==> config.mk <==
export PLATFORM = sky130hd
export DESIGN_NAME = uart_rx_buffer
export DESIGN_NICKNAME = d
export VERILOG_FILES = /design/src/rtl/uart_rx_buffer.sv
export SDC_FILE = /design/constraint.sdc
export NUM_CORES = 1
export LEC_CHECK = 0
export ABC_AREA = 1
export ABC_CLOCK_PERIOD_IN_PS = 2800
export CORE_MARGIN = 3
export CORE_UTILIZATION = 50
export CTS_BUF_LIST = sky130_fd_sc_hd__clkbuf_16
export DETAILED_ROUTE_END_ITERATION = 6
export PLACE_DENSITY_LB_ADDON = 0.3
export SLEW_MARGIN = 20
export SYNTH_ARGS = -nofsm -noshare
export SYNTH_HDL_FRONTEND = slang
export SYNTH_SLANG_ARGS = --single-unit
==> constraint.sdc <==
create_clock -name clk_i -period 2.8 [get_ports clk_i]
set_input_delay 0.56 -clock clk_i [delete_from_list [all_inputs] [get_ports clk_i]]
set_output_delay 0.56 -clock clk_i [all_outputs]
set_load 0.02 [all_outputs]
==> src/rtl/uart_rx_buffer.sv <==
// Receive-side character buffer for a UART: FIFO or single holding register,
// with overrun, error summary, trigger level and character-timeout reporting.
module uart_rx_buffer #(
    parameter int FIFO_DEPTH = 16,
    parameter int DIV_WIDTH  = 16
) (
    input  logic                          clk_i,
    input  logic                          rstn_i,
    input  logic                          cfg_fifo_en_i,
    input  logic [1:0]                    cfg_trigger_i,
    input  logic [DIV_WIDTH-1:0]          cfg_div_i,
    input  logic [3:0]                    cfg_frame_bits_i,
    input  logic                          clr_i,
    input  logic                          rx_valid_i,
    input  logic [7:0]                    rx_data_i,
    input  logic [2:0]                    rx_err_i,
    input  logic                          pop_i,
    input  logic                          ovr_clr_i,
    output logic                          valid_o,
    output logic [7:0]                    data_o,
    output logic [2:0]                    err_o,
    output logic [$clog2(FIFO_DEPTH):0]   elements_o,
    output logic                          overrun_o,
    output logic                          fifo_err_o,
    output logic                          trigger_o,
    output logic                          timeout_o
);
    localparam int AW = $clog2(FIFO_DEPTH);
    localparam int CW = AW + 1;
    localparam logic [CW-1:0] LVL_1  = CW'(1);
    localparam logic [CW-1:0] LVL_Q  = CW'(FIFO_DEPTH / 4);
    localparam logic [CW-1:0] LVL_H  = CW'(FIFO_DEPTH / 2);
    localparam logic [CW-1:0] LVL_M2 = CW'(FIFO_DEPTH - 2);
    localparam logic [5:0]    BT_MAX = 6'd48;

    logic [10:0]          r_mem [FIFO_DEPTH];
    logic [AW-1:0]        r_rd_ptr, r_wr_ptr;
    logic [CW-1:0]        r_count, r_err_cnt;
    logic                 r_overrun, r_timeout;
    logic                 r_en_q, r_en_vld;
    logic [DIV_WIDTH-1:0] r_pre;
    logic [5:0]           r_bt;

    logic [CW-1:0]        w_eff_depth, w_lvl;
    logic [10:0]          w_head;
    logic                 w_flush, w_valid, w_head_err, w_new_err;
    logic                 w_pop, w_push, w_full, w_ovr_evt, w_ovwr, w_acc;
    logic                 w_err_inc, w_err_dec, w_tmr_rst, w_tick;
    logic [DIV_WIDTH-1:0] w_pre_nxt;
    logic [5:0]           w_bt_nxt, w_thr;

    // A mode switch is treated as a flush; r_en_vld masks the first edge after reset.
    assign w_flush     = clr_i | (r_en_vld & (cfg_fifo_en_i != r_en_q));
    assign w_eff_depth = cfg_fifo_en_i ? CW'(FIFO_DEPTH) : CW'(1);
    assign w_valid     = (r_count != '0);
    assign w_head      = r_mem[r_rd_ptr];
    assign w_head_err  = |w_head[10:8];
    assign w_new_err   = |rx_err_i;
    assign w_pop       = pop_i & w_valid & ~w_flush;
    assign w_push      = rx_valid_i & ~w_flush;
    assign w_full      = (r_count >= w_eff_depth);
    assign w_ovr_evt   = w_push & w_full & ~w_pop;
    assign w_ovwr      = w_ovr_evt & ~cfg_fifo_en_i;
    assign w_acc       = w_push & (~w_full | w_pop);

    // An overwrite in legacy mode replaces the head, so its error flag leaves with it.
    assign w_err_inc   = (w_acc | w_ovwr) & w_new_err;
    assign w_err_dec   = (w_pop | w_ovwr) & w_head_err;

    always_ff @(posedge clk_i) begin
        if (w_acc)
            r_mem[r_wr_ptr] <= {rx_err_i, rx_data_i};
        else if (w_ovwr)
            r_mem[r_rd_ptr] <= {rx_err_i, rx_data_i};
    end

    always_ff @(posedge clk_i or negedge rstn_i) begin
        if (!rstn_i) begin
            r_rd_ptr  <= '0;
            r_wr_ptr  <= '0;
            r_count   <= '0;
            r_err_cnt <= '0;
        end else if (w_flush) begin
            r_rd_ptr  <= '0;
            r_wr_ptr  <= '0;
            r_count   <= '0;
            r_err_cnt <= '0;
        end else begin
            r_wr_ptr  <= r_wr_ptr + AW'(w_acc);
            r_rd_ptr  <= r_rd_ptr + AW'(w_pop);
            r_count   <= r_count + CW'(w_acc) - CW'(w_pop);
            r_err_cnt <= r_err_cnt + CW'(w_err_inc) - CW'(w_err_dec);
        end
    end

    always_ff @(posedge clk_i or negedge rstn_i) begin
        if (!rstn_i) begin
            r_overrun <= 1'b0;
            r_en_q    <= 1'b0;
            r_en_vld  <= 1'b0;
        end else begin
            r_en_q   <= cfg_fifo_en_i;
            r_en_vld <= 1'b1;
            if (w_ovr_evt)
                r_overrun <= 1'b1;
            else if (ovr_clr_i)
                r_overrun <= 1'b0;
        end
    end

    // Character timeout: prescaler produces bit ticks, bit-time counter saturates.
    assign w_tmr_rst = w_flush | w_push | w_pop | ~w_valid;
    assign w_tick    = (r_pre >= cfg_div_i);
    assign w_pre_nxt = w_tick ? '0 : r_pre + 1'b1;
    assign w_bt_nxt  = (w_tick && r_bt != BT_MAX) ? r_bt + 6'd1 : r_bt;
    assign w_thr     = {cfg_frame_bits_i, 2'b00};

    always_ff @(posedge clk_i or negedge rstn_i) begin
        if (!rstn_i) begin
            r_pre     <= '0;
            r_bt      <= '0;
            r_timeout <= 1'b0;
        end else if (w_tmr_rst) begin
            r_pre     <= '0;
            r_bt      <= '0;
            r_timeout <= 1'b0;
        end else begin
            r_pre <= w_pre_nxt;
            r_bt  <= w_bt_nxt;
            if (cfg_fifo_en_i && w_bt_nxt >= w_thr)
                r_timeout <= 1'b1;
        end
    end

    always_comb begin
        w_lvl = LVL_1;
        if (cfg_fifo_en_i) begin
            case (cfg_trigger_i)
                2'b00:   w_lvl = LVL_1;
                2'b01:   w_lvl = LVL_Q;
                2'b10:   w_lvl = LVL_H;
                default: w_lvl = LVL_M2;
            endcase
        end
    end

    assign valid_o    = w_valid;
    assign data_o     = w_head[7:0];
    assign err_o      = w_head[10:8];
    assign elements_o = r_count;
    assign overrun_o  = r_overrun;
    assign fifo_err_o = (r_err_cnt != '0);
    assign trigger_o  = w_valid & (r_count >= w_lvl);
    assign timeout_o  = r_timeout;
endmodule

==> results, run 1 <==
- The flow ran to the end, but the final reports show violations.
- The checks that failed: negative setup slack.
- The number of failing hold endpoints at the final stage is 0.
- Entering global routing, the biggest net connects 34 pins.
- The min-delay analysis places its worst path in the category primary input to asynchronous set/reset pin.
- Of the cells placed in the final design, the portion with a size suffix greater than 1 is 27.3%.
- The met3 track utilization from global routing is 3.13%.
- At the placement stage, the worst setup path has a slack of -0.874 ns.
- Summed over all cells, the static leakage comes to 4.99 nW.
- The number of antenna violations at the first check in global routing came to 0.
- Across the VDD grid, the largest voltage drop is 0.432 mV.
- Once the floorplan was initialized, standard cells occupied 51.4% of the core.
- The number of input and output port buffers inserted is 60.
- The normalized max-slew margin is 61.0%.
- The floorplan die area is 0.0219 mm2.
- Counting every net in the synthesized netlist gives 933.
- The filler cells instantiated in the layout total 1374.
- The share of the yosys chip area belonging to registers is 63.4%.
- Counting flops and latches in the post-synthesis netlist gives 220.
- The DRC violation count after routing is 0.
- The CTS tree is yes.
- The number of DRC markers in iteration 0 is 425.
- The synthesis-to-layout area growth is 30.4%.
- Across every metal layer, demand over resource in global routing totals 20.6%.
- For this run, global-route usage on met1 was measured as 28.4%.
- The stage delay of the slowest cell on the critical path is 0.54 ns.
- The clock root buffer is clkbuf_16.
- STA classifies the critical path startpoint as a flip-flop.
- After synthesis the cells add up to 0.0101 mm2.
- The post-detailed-placement cell area is 0.0117 mm2.
- CTS built an H-tree with a depth of 1.
- The Yosys step of the flow raised 0 warnings.
- The worst path setup slack after routing is -0.236 ns.
- Buffers inserted during clock tree synthesis total 23.
- The global routing stage identified its most utilized layer as met2.
- The maximum buffer depth of the clock tree is 3.
- The synthesized instance count is 845.
- The floorplan row count is 51.
- After layout, the worst path uses 108% of the clock period.
- The worst register-to-register path begins at r_rd_ptr[0]$_DFF_PN0_.
- 61 I/O pins were placed.
- The clock edge transition at the registers on the reported setup and hold paths is 0.06 ns.
- At the pin with the least slew margin, the transition time is 0.584 ns.
- The end-of-flow core utilization is 67.0%.
- The class of the most critical setup path is flip-flop to flip-flop.
- The width of the chip is 148 um.
- The area of all placed cells without fillers is 0.0131 mm2.
- The top fanout value on the critical path is 6.
- The number of different library cells in the post-synthesis netlist is 44.
- The first-pass iteration count of the detailed router is 5.
- For the finished layout, the period the worst path requires is 3.04 ns.
- The fraction of registers with async set or reset after synthesis is 20.0%.
- The standard cell core area is 0.0196 mm2.
- The floorplan step set the die height to 148 um.
- The clock net in this run drives a total of 220 sinks.
- The routed wire length is 22600 um.
- The main flop type after synthesis is edfxtp_1.
- The reg2reg setup slack is -0.24 ns.
- The number of global-route vias before repair was 7015.
- Using the TritonRoute via totals, the vias-per-cell ratio works out to 5.41.
- The reported max-cap violation count is 0.
- Summing over every cut layer, the via total after detailed routing is 7020.
- For the final database, setup skew stands at 0.0130 ns.
- The type of element capturing the critical path is a flip-flop.
- Clock latency on the worst-skew pair, taken at its later pin, is 0.50 ns.
- After routing, the total negative slack on setup checks comes to -0.327 ns.
- In this run the remaining antenna-violating nets after routing total 0.
- The number of flops mapped to enable cells by yosys is 176.
- The post-synthesis average cell area is 11.9 um2.
- The estimated wirelength of the detail-placed design is 14700 um.
- The critical path goes through buf_6 > mux2i_1 > o22ai_1 > o211ai_1 > nand2_1 > nor3_2 > buf_4 > a21oi_2 > ha_1 > inv_2 > ha_4 > fa_2 > nand2_2 > nand2_2 > a21oi_2 > xor2_1 > nor2_1.
- Dividing the detail-routed wire length by the instance count gives 17.4 um.
- The highest clock rate is 0.329 GHz.
- The number of cells traversed by the worst register-to-register path is 17.
- The number of slew-limit violations in the final report was 0.
- The met2 track demand over resource in global routing is 33.6%.
- The required time of the worst setup path is 3.19 ns.
- The count of final setup violators is 3.
- The library cell contributing the largest single delay on the critical path is dfrtp_4.
- The antenna cell count is 0.
- Data arrives at the worst endpoint at 3.42 ns.
- The net total in the final layout is 1104.
- The congestion estimate from routability-driven global placement came to 0.800.
- In this run the power density over the cells is 607 mW/mm2.
- The endpoint identified for the worst register-to-register timing path is r_err_cnt[4]$_DFF_PN0_.
- The first global-routing pass estimated 36100 um of wire.
- The total congestion overflow after global routing is 0.
- In this design, the largest share of critical-path delay is due to adder cells.
- Setup repair after global routing could not meet its margin everywhere.
- The number of buffers and inverters on the critical path is 3.
area by class of cell:
class	instances	area, um2	share of cell area (%)
flip-flops and latches	220	6390	48.7
multi-input cells	503	3730	28.4
repair buffers	181	1600	12.2
clock buffers	23	576	4.38
inverters	87	342	2.60
well taps	265	332	2.53
clock inverters	18	151	1.15
logic make-up (layout without fill, tap and decap cells):
logic type | count (synthesis) | after routing | synth area share [%]
and+or+nand+nor | 263 | 263 | 11.4
DFF | 220 | 220 | 63.4
AOI/OAI and AO/OA | 134 | 134 | 8.88
buffers and inverters | 122 | 309 | 4.76
adders and majority gates | 48 | 48 | 6.12
muxes | 35 | 35 | 3.48
xor gates and xnor gates | 22 | 22 | 1.91
other | 1 | 1 | 0.0373
layer usage:
metal | up-vias | part of all wire [%]
met4 | 0 | 4.0
li1 | 3334 | -
met3 | 60 | 6.6
met1 | 3367 | 41
met5 | - | 0
met2 | 259 | 48
how the worst max path moves through the flow:
stage               depth (start not counted)  slack [ns]                      to             startpoint
floorplan                                  19       -0.23  r_err_cnt[4]$_DFF_PN0_          cfg_fifo_en_i
global placement                           19       -0.79  r_err_cnt[4]$_DFF_PN0_          cfg_fifo_en_i
detailed placement                         20       -0.87  r_err_cnt[4]$_DFF_PN0_          cfg_fifo_en_i
CTS                                        17       -0.25  r_err_cnt[4]$_DFF_PN0_  r_rd_ptr[0]$_DFF_PN0_
global route                               17       -0.39  r_err_cnt[4]$_DFF_PN0_  r_rd_ptr[0]$_DFF_PN0_
finish                                     17       -0.24  r_err_cnt[4]$_DFF_PN0_  r_rd_ptr[0]$_DFF_PN0_
through the flow:
stage,std cells,hold slack [ns],total power [mW]
floorplan,845,0.264,4.44
global placement,1239,0.503,4.95
detailed placement,1239,0.511,4.98
CTS,1293,0.516,7.93
global route,1297,0.537,8.30
finish,1297,0.514,7.97
synthesized netlist by cell type, types with 21 or more instances:
cell type  number  area share [%]
o21ai_0        48             2.4
inv_1          82             3.1
edfxtp_1      176              53
nor2_1        133             5.0
nand2_1        69             2.6
ha_1           46             5.7
dfrtp_1        44              11
o221ai_1       33             2.9
mux2i_1        35             3.5
nand3_1        30             1.5
clkbuf_1       21            0.78
registers in the layout, indices dropped and copies added, names as in the netlist:
name,cells
elements_o,5
overrun_o,1
r_bt,6
r_en_q,1
r_en_vld,1
r_err_cnt,5
r_mem,176
r_pre,16
r_rd_ptr,4
r_wr_ptr,4
timeout_o,1
repair_timing:
item,4_1_cts,5_1_grt
setup buffers,14,5
pin swaps,49,36
resized for setup,130,76
setup endpoints to repair,70,60
endpoints found under the hold margin,14,0
hold buffers,1,0
report_power, final:
group | total, mW | leakage (nW) | switching, mW | internal, mW
clock | 2.93 | 0.393 | 1.17 | 1.76
combinational | 1.40 | 2.41 | 0.769 | 0.627
sequential | 3.64 | 2.18 | 0.0387 | 3.60
total | 7.97 | 4.99 | 1.98 | 5.99
layout by cell type (no fill, tap or decap), drive strengths merged, types with 9 or more instances in the layout:
master / count
clkdlybuf4s50: 32
o211ai: 11
inv: 96
mux2i: 35
buf: 128
dlygate4sd2: 11
a21oi: 16
ha: 46
clkbuf: 24
o32ai: 9
o21ai: 52
nand3: 34
nand2: 74
o221ai: 33
nor2: 138
dfrtp: 44
edfxtp: 176
xor2: 15
No activity file was read; power rests on OpenSTA's default activity.
==> inputs of run 2 (changes only) <==
--- a/config.mk
+++ b/config.mk
@@ -12,6 +12,8 @@
 export CTS_BUF_LIST = sky130_fd_sc_hd__clkbuf_16
 export DETAILED_ROUTE_END_ITERATION = 6
 export PLACE_DENSITY_LB_ADDON = 0.3
+export RECOVER_POWER = 25
+export SETUP_SLACK_MARGIN = 0.5
 export SLEW_MARGIN = 20
 export SYNTH_ARGS = -nofsm -noshare
 export SYNTH_HDL_FRONTEND = slang
==> run 2 against run 1 <==
- the run still ends with negative setup slack left
- non-clock buffer count increased by 31
- power is 1.9% higher
- setup slack worse by 0.16 ns
- maximum frequency shrank 5.0%
- sequential power about the same
- via count increased by 4.7%
- worst hold slack worse by 0.039 ns
- utilization rose by 5.1 points
- global-route usage rose by 2.1 points
- clock skew up 0.0049 ns
- critical path depth unchanged
- critical endpoint unchanged
==> results, run 2 (synthesis results as in run 1) <==
- The number of clock buffers inserted by TritonCTS is 22 (-4.3%).
- The clock sink total was 220 (unchanged).
- The count of boundary I/O pins came to 61 (unchanged).
- The top layer used by detailed routing is met4.
- The checks that failed: negative setup slack.
- The reg2reg setup slack is -0.40 ns (-0.16 ns).
- The final antenna-violating net count was 0 (unchanged).
- The net switching component of the power is 2.07 mW (+4.7%).
- The origin of the critical flop-to-flop path is r_rd_ptr[0]$_DFF_PN0_.
- The highest ir drop seen on vdd was 0.525 mV (+22%).
- The worst setup skew after layout is 0.0179 ns (+0.00491 ns).
- The switching fraction of total power came to 25.6% (+0.69 points).
- The number of failing hold endpoints at the final stage was 0 (unchanged).
- The largest registers in the layout are r_mem (176), r_pre (16), r_bt (6).
- The normalized max-slew margin is 52.7% (-8.2 points).
- The DRC violation count after routing is 0 (unchanged).
- The minimum clock period after layout was 3.20 ns (+0.159 ns).
- In this run the critical register-to-register path is captured at r_err_cnt[4]$_DFF_PN0_.
- The number of antenna violations at the first check in global routing came to 0 (unchanged).
- The clock group share of total power is 35.0% (-1.8 points).
- The number of H-tree levels is 1 (unchanged).
- The number of DRC markers in iteration 0 is 464 (+9.2%).
- The largest net degree at the start of global routing is 47 (+38%).
- Leaving out fill and tap cells, the most frequent cells in the layout are edfxtp_1, nor2_1, buf_4.
- The first-pass iteration count of the detailed router is 5 (unchanged).
- Counting instances, the worst hold path has a depth of 2.
- The worst hold slack is 0.475 ns (-0.0389 ns).
- The initial core utilization is 51.4% (unchanged).
- The reported max-cap violation count is 0 (unchanged).
- The floorplan die area is 0.0219 mm2 (unchanged).
- The share of cells above drive strength 1 is 35.5% (+8.1 points).
- The number of global-route vias before repair is 7522 (+7.2%).
- The number of vias per cell after detailed routing is 5.55 (+2.5%).
- The number of flip-flops under the largest register name is 176 (unchanged).
- The number of input and output port buffers inserted is 60 (unchanged).
- The cell internal power dissipation is 6.04 mW (+0.96%).
- The CTS tree is yes.
- The total global routing track utilization is 22.8% (+2.1 points).
- Ranked by flip-flop count, first place goes to r_mem.
- The number of slew-limit violations in the final report is 0 (unchanged).
- The top fanout value on the critical path was 8 (+2).
- The required time of the worst setup path came to 3.19 ns (about the same).
- The actual transition at the worst max-transition pin is 0.709 ns (+0.125 ns).
- The end point of the worst hold path is r_en_q$_DFF_PN0_.
- The net total in the final layout is 1135 (+2.8%).
- The routed length on met3 is 1640 um (+10%).
- The weighted congestion at the end of routability-driven global placement is 0.776 (-3.0%).
- The highest clock rate is 0.313 GHz (-5.0%).
- The vias after detailed routing is 7353 (+4.7%).
- The width of the chip is 148 um (unchanged).
- The minimum setup slack after placement came to -0.894 ns (-0.0194 ns).
- The floorplan row count is 51 (unchanged).
- The run finished, with violations left.
- The leakage dissipation came to 5.30 nW (+6.4%).
- The power density over the cells is 575 mW/mm2 (-5.3%).
- Setup repair after global routing could not meet its margin everywhere.
- The routed length on met1 is 10000 um (+8.3%).
- The hold path startpoint is cfg_fifo_en_i.
- The worst path setup slack after routing is -0.395 ns (-0.159 ns).
- The final cycle utilization of the critical path is 114% (+5.7 points).
- The worst setup path is of the flip-flop to flip-flop kind.
- The count of final setup violators is 10 (+7).
- The type of the tightest min-delay check is primary input to flip-flop.
- Relative to the synthesized area, the layout overhead comes to 40.3%.
- The power share of the combinational group was 20.1% (+2.6 points).
- The antenna cell count is 0 (unchanged).
- The arrival time reported for the critical path endpoint is 3.58 ns (+0.16 ns).
- The die outline height came to 148 um (unchanged).
- The total congestion overflow after global routing came to 0 (unchanged).
- The clock latency of the later-clocked register in the worst-skew pair is 0.50 ns (about the same).
- The number of cells traversed by the worst register-to-register path is 17 (unchanged).
- The category of the worst setup path launch point is a flip-flop.
- The routed wire length came to 25900 um (+15%).
- The estimated wirelength of the detail-placed design came to 15100 um (+3.1%).
- STA classifies the critical path endpoint as a flip-flop.
- The first-pass GRT wire length was 39300 um (+9.1%).
- The maximum buffer depth of the clock tree came to 3 (unchanged).
- The post-layout total power is 8.12 mW (+1.9%).
- The clock edge transition at the registers on the reported setup and hold paths is 0.07 ns (about the same).
- The wire length on met2 was 13500 um (+23%).
- The standard cell core area is 0.0196 mm2 (unchanged).
- CTS placed an instance of clkbuf_16 at the clock tree root.
- The portion of total power attributed to sequential cells is 44.9% (-0.8 points).
- The wire length per cell after detailed routing is 19.6 um (+12%).
- Leaving out fill and tap cells, the most frequent cell in the layout is edfxtp_1.
run 2: power by group through the flow:
stage	combinational, mW	clock (mW)	sequential [mW]
floorplan	0.745	0	3.73
global placement	1.32	0	3.70
detailed placement	1.35	0	3.71
CTS	1.55	2.86	3.64
global route	1.77	3.02	3.65
finish	1.63	2.85	3.64
run 2: what timing repair did:
action | 4_1_cts | 5_1_grt
pin swaps | 74 | 59
hold buffers | 1 | 0
endpoints found under the setup margin | 203 | 216
hold endpoints to repair | 6 | 0
setup buffers | 24 | 16
gates resized for setup | 243 | 96
gates cloned | 2 | 1
run 2: per-stage QoR:
step	setup TNS (ns)	instance area, um2	utilization (%)	instances
after floorplan	-0.226	10300	-	845
after global placement	-80.04	12100	61.8	1244
after detailed placement	-86.98	12100	61.8	1244
after CTS	-0.711	13700	69.7	1308
after global routing	-3.71	14100	72.1	1325
final	-1.22	14100	72.1	1325
run 2: worst max-delay path, cell delays in order (launching register included):
cell	delay, ns
dfrtp_4	0.56
buf_6	0.15
mux2i_2	0.18
o22ai_1	0.11
o211ai_1	0.25
nand2_1	0.15
nor3_2	0.19
buf_4	0.15
a21oi_2	0.04
ha_1	0.29
inv_2	0.05
ha_4	0.15
fa_2	0.35
nand2_2	0.08
nand2_2	0.06
a21oi_2	0.13
xor2_1	0.15
nor2_1	0.06
run 2: worst max-delay path by stage:
stage	start	to	cells after the start
2_1_floorplan	cfg_fifo_en_i	r_err_cnt[4]$_DFF_PN0_	19
4_1_cts	r_rd_ptr[0]$_DFF_PN0_	r_err_cnt[4]$_DFF_PN0_	17
6_report	r_rd_ptr[0]$_DFF_PN0_	r_err_cnt[4]$_DFF_PN0_	17
5_1_grt	r_rd_ptr[0]$_DFF_PN0_	r_err_cnt[4]$_DFF_PN0_	17
3_3_place_gp	cfg_fifo_en_i	r_err_cnt[4]$_DFF_PN0_	19
3_5_place_dp	cfg_fifo_en_i	r_err_cnt[4]$_DFF_PN0_	20
run 2: final cells by class:
class                           instances  area, um2
Inverter                               87        342
Fill cell                            1240       5470
Clock inverter                         14        118
Tap cell                              265        332
Multi-Input combinational cell        504       4120
Sequential cell                       220       6400
Timing Repair Buffer                  212       2240
Clock buffer                           23        576
run 2: routing by layer:
metal | track usage, % | vias to the layer above
li1 | - | 3403
met1 | 29.3 | 3602
met2 | 40.1 | 282
met3 | 3.89 | 66
met4 | 6.56 | 0
met5 | 0 | -
==> inputs of run 3 (changes only) <==
--- a/config.mk
+++ b/config.mk
@@ -11,7 +11,7 @@
 export CORE_UTILIZATION = 50
 export CTS_BUF_LIST = sky130_fd_sc_hd__clkbuf_16
 export DETAILED_ROUTE_END_ITERATION = 6
-export PLACE_DENSITY_LB_ADDON = 0.3
+export PLACE_DENSITY_LB_ADDON = 0.1
 export RECOVER_POWER = 25
 export SETUP_SLACK_MARGIN = 0.5
 export SLEW_MARGIN = 20
==> run 3 against run 2 <==
- clock power is 6% higher
- utilization hardly changed
- first-iteration DRC count is 21% lower
- via count is 3.6% lower
- flip-flop and latch count stayed put
- sequential power hardly changed
- combinational power hardly changed
- final cell count is 0.83% lower
- count of clock-buffer cells in the layout stayed put
- sequential share of layout area hardly changed
- the run still ends with negative setup slack left
- non-clock buffer count is 15 lower
- worst hold slack worse by 0.11 ns
==> results, run 3 (synthesis results as in run 1) <==
- The flow ran to the end, but the final reports show violations.
- The final reports fail on negative setup slack.
- The tightest min-delay check is of the primary input to asynchronous set/reset pin type.
- The end-of-flow core utilization came to 72.1% (about the same).
- The met2 track demand over resource in global routing came to 39.6% (-0.53 points).
- In the final layout, the registers with the most flip-flops are r_mem (176), r_pre (16), r_bt (6).
- The number of failing hold endpoints at the final stage was 0 (unchanged).
- The actual transition at the worst max-transition pin was 1.21 ns (+0.505 ns).
- The minimum clock period after layout was 3.00 ns (-0.200 ns).
- The first-pass iteration count of the detailed router came to 5 (unchanged).
- The final-layout setup total negative slack came to -0.878 ns (+0.342 ns).
- The arrival time reported for the critical path endpoint is 2.44 ns (-1.14 ns).
- The clock latency of the later-clocked register in the worst-skew pair is 0.52 ns (+0.02 ns).
- The final cycle utilization of the critical path is 107% (-7.1 points).
- The total congestion overflow after global routing was 0 (unchanged).
- The number of global-route vias before repair is 7316 (-2.7%).
- The die outline height is 148 um (unchanged).
- The width of the chip was 148 um (unchanged).
- The number of H-tree levels was 1 (unchanged).
- Setup repair after global routing could not meet its margin everywhere.
- The final antenna-violating net count came to 0 (unchanged).
- In the layout the commonest cells are edfxtp_1, nor2_1, inv_1.
- The floorplan row count is 51 (unchanged).
- The initial core utilization came to 51.4% (unchanged).
- The power density over the cells is 589 mW/mm2 (+2.5%).
- The library cell used most frequently in the layout, excluding fill and tap cells, is edfxtp_1.
- The number of flip-flops under the largest register name was 176 (unchanged).
- The number of vias per cell after detailed routing is 5.40 (-2.8%).
- The wire length per cell after detailed routing is 18.9 um (-3.3%).
- The standard cell core area is 0.0196 mm2 (unchanged).
- In this run the critical register-to-register path is launched from r_rd_ptr[0]$_DFF_PN0_.
- The DRC violation count after routing is 0 (unchanged).
- The met1 layer usage reported by global route is 28.7% (-0.58 points).
- More flip-flops sit in one register than any other, and that register is r_mem.
- The number of DRC markers in iteration 0 is 365 (-21%).
- The synthesis-to-layout area growth is 40.3% (about the same).
- The count of final setup violators is 8 (-2).
- The worst setup skew after layout is 0.0177 ns (-0.000221 ns).
- STA classifies the critical path endpoint as an output pin.
- The maximum buffer depth of the clock tree is 3 (unchanged).
- The number of clock buffers inserted by TritonCTS is 23 (+4.5%).
- The total global routing track utilization was 22.2% (-0.63 points).
- The top fanout value on the critical path is 5 (-3).
- The worst hold slack came to 0.361 ns (-0.114 ns).
- The highest ir drop seen on vdd is 0.594 mV (+13%).
- The met3 track utilization from global routing is 3.34% (-0.55 points).
- The number of slew-limit violations in the final report is 0 (unchanged).
- The number of input and output port buffers inserted is 60 (unchanged).
- The net total in the final layout is 1120 (-1.3%).
- The highest clock rate is 0.334 GHz (+6.7%).
- The reported max-cap violation count is 0 (unchanged).
- The reg2reg setup slack is -0.16 ns (+0.24 ns).
- The worst path setup slack after routing is -0.195 ns (+0.200 ns).
- The count of boundary I/O pins was 61 (unchanged).
- The normalized max-slew margin is 19.1% (-34 points).
- The required time of the worst setup path came to 2.24 ns (-0.95 ns).
- The routed wire length came to 24900 um (-4.1%).
- The class of the most critical setup path is flip-flop to output pin.
- The largest net degree at the start of global routing was 57 (+21%).
- The worst register-to-register path ends at r_err_cnt[4]$_DFF_PN0_.
- The layer flagged by global routing as most heavily used is met2.
- STA classifies the critical path startpoint as a flip-flop.
- The minimum setup slack after placement is -0.865 ns (+0.0290 ns).
- The share of cells above drive strength 1 is 34.7% (-0.77 points).
- The number of antenna violations at the first check in global routing came to 0 (unchanged).
- The first-pass GRT wire length came to 38200 um (-2.9%).
- The clock sink total is 220 (unchanged).
- The floorplan die area is 0.0219 mm2 (unchanged).
- The antenna cell count is 0 (unchanged).
- The weighted congestion at the end of routability-driven global placement is 0.842 (+8.6%).
- TritonCTS built the clock tree.
- The leakage dissipation came to 5.29 nW (-0.32%).
- The clock edge transition at the registers on the reported setup and hold paths is 0.06 ns (about the same).
- The estimated wirelength of the detail-placed design came to 15400 um (+1.6%).
- The vias after detailed routing is 7091 (-3.6%).
- The number of cells traversed by the worst register-to-register path is 16 (-1).
- Clock tree synthesis selected as its root buffer the cell clkbuf_16.
-- run 3: worst max path at each step --
stage | slack (ns) | depth (start not counted) | end | from
final | -0.20 | 11 | data_o[5] | r_rd_ptr[0]$_DFF_PN0_
after global routing | -0.29 | 19 | r_err_cnt[4]$_DFF_PN0_ | r_rd_ptr[0]$_DFF_PN0_
after CTS | -0.20 | 16 | r_err_cnt[4]$_DFF_PN0_ | r_rd_ptr[0]$_DFF_PN0_
after detailed placement | -0.86 | 20 | r_err_cnt[4]$_DFF_PN0_ | cfg_fifo_en_i
after global placement | -0.81 | 19 | r_err_cnt[4]$_DFF_PN0_ | cfg_fifo_en_i
after floorplan | -0.23 | 19 | r_err_cnt[4]$_DFF_PN0_ | cfg_fifo_en_i
-- run 3: report_power, final --
part           switching (mW)  internal, mW
Combinational           0.861         0.801
Sequential             0.0385          3.60
Clock                    1.23          1.78
-- run 3: timing repair --
| action | 4_1_cts | 5_1_grt |
|---|---|---|
| gates resized for setup | 223 | 98 |
| hold buffers | 0 | 0 |
| setup endpoints to repair | 203 | 199 |
| buffers inserted | 14 | 11 |
| pin swaps | 71 | 74 |
| cloned | 3 | 6 |
-- run 3: area by class of cell --
class,count,area (um2)
sequential,220,6390
fill,1311,5470
multi-input combinational,503,4110
timing repair buffer,197,2180
clock buffer,23,576
inverter,87,347
tap,265,332
clock inverter,19,175
-- run 3: metal layers --
| metal | part of all wire [%] | routed length [um] |
|---|---|---|
| met3 | 4.9 | 1210 |
| met1 | 41 | 10200 |
| met5 | 0 | 0 |
| met2 | 51 | 12800 |
| met4 | 2.8 | 701 |
-- run 3: critical path, stage by stage, from the launching register on --
cell	delay [ns]
dfrtp_4	0.52
inv_6	0.07
buf_12	0.14
buf_4	0.13
buf_6	0.11
buf_12	0.12
buf_16	0.14
nor2_4	0.10
o32ai_2	0.08
o211ai_1	0.26
nand2_1	0.11
buf_6	0.14
-- run 3: metrics by stage --
stage / power (mW) / area, um2 / std cells
after CTS: 8.18 / 13500 / 1297
after detailed placement: 5.03 / 12000 / 1238
final: 8.32 / 14100 / 1314
after floorplan: 4.48 / 10300 / 845
after global routing: 8.65 / 14100 / 1314
after global placement: 4.99 / 12000 / 1238
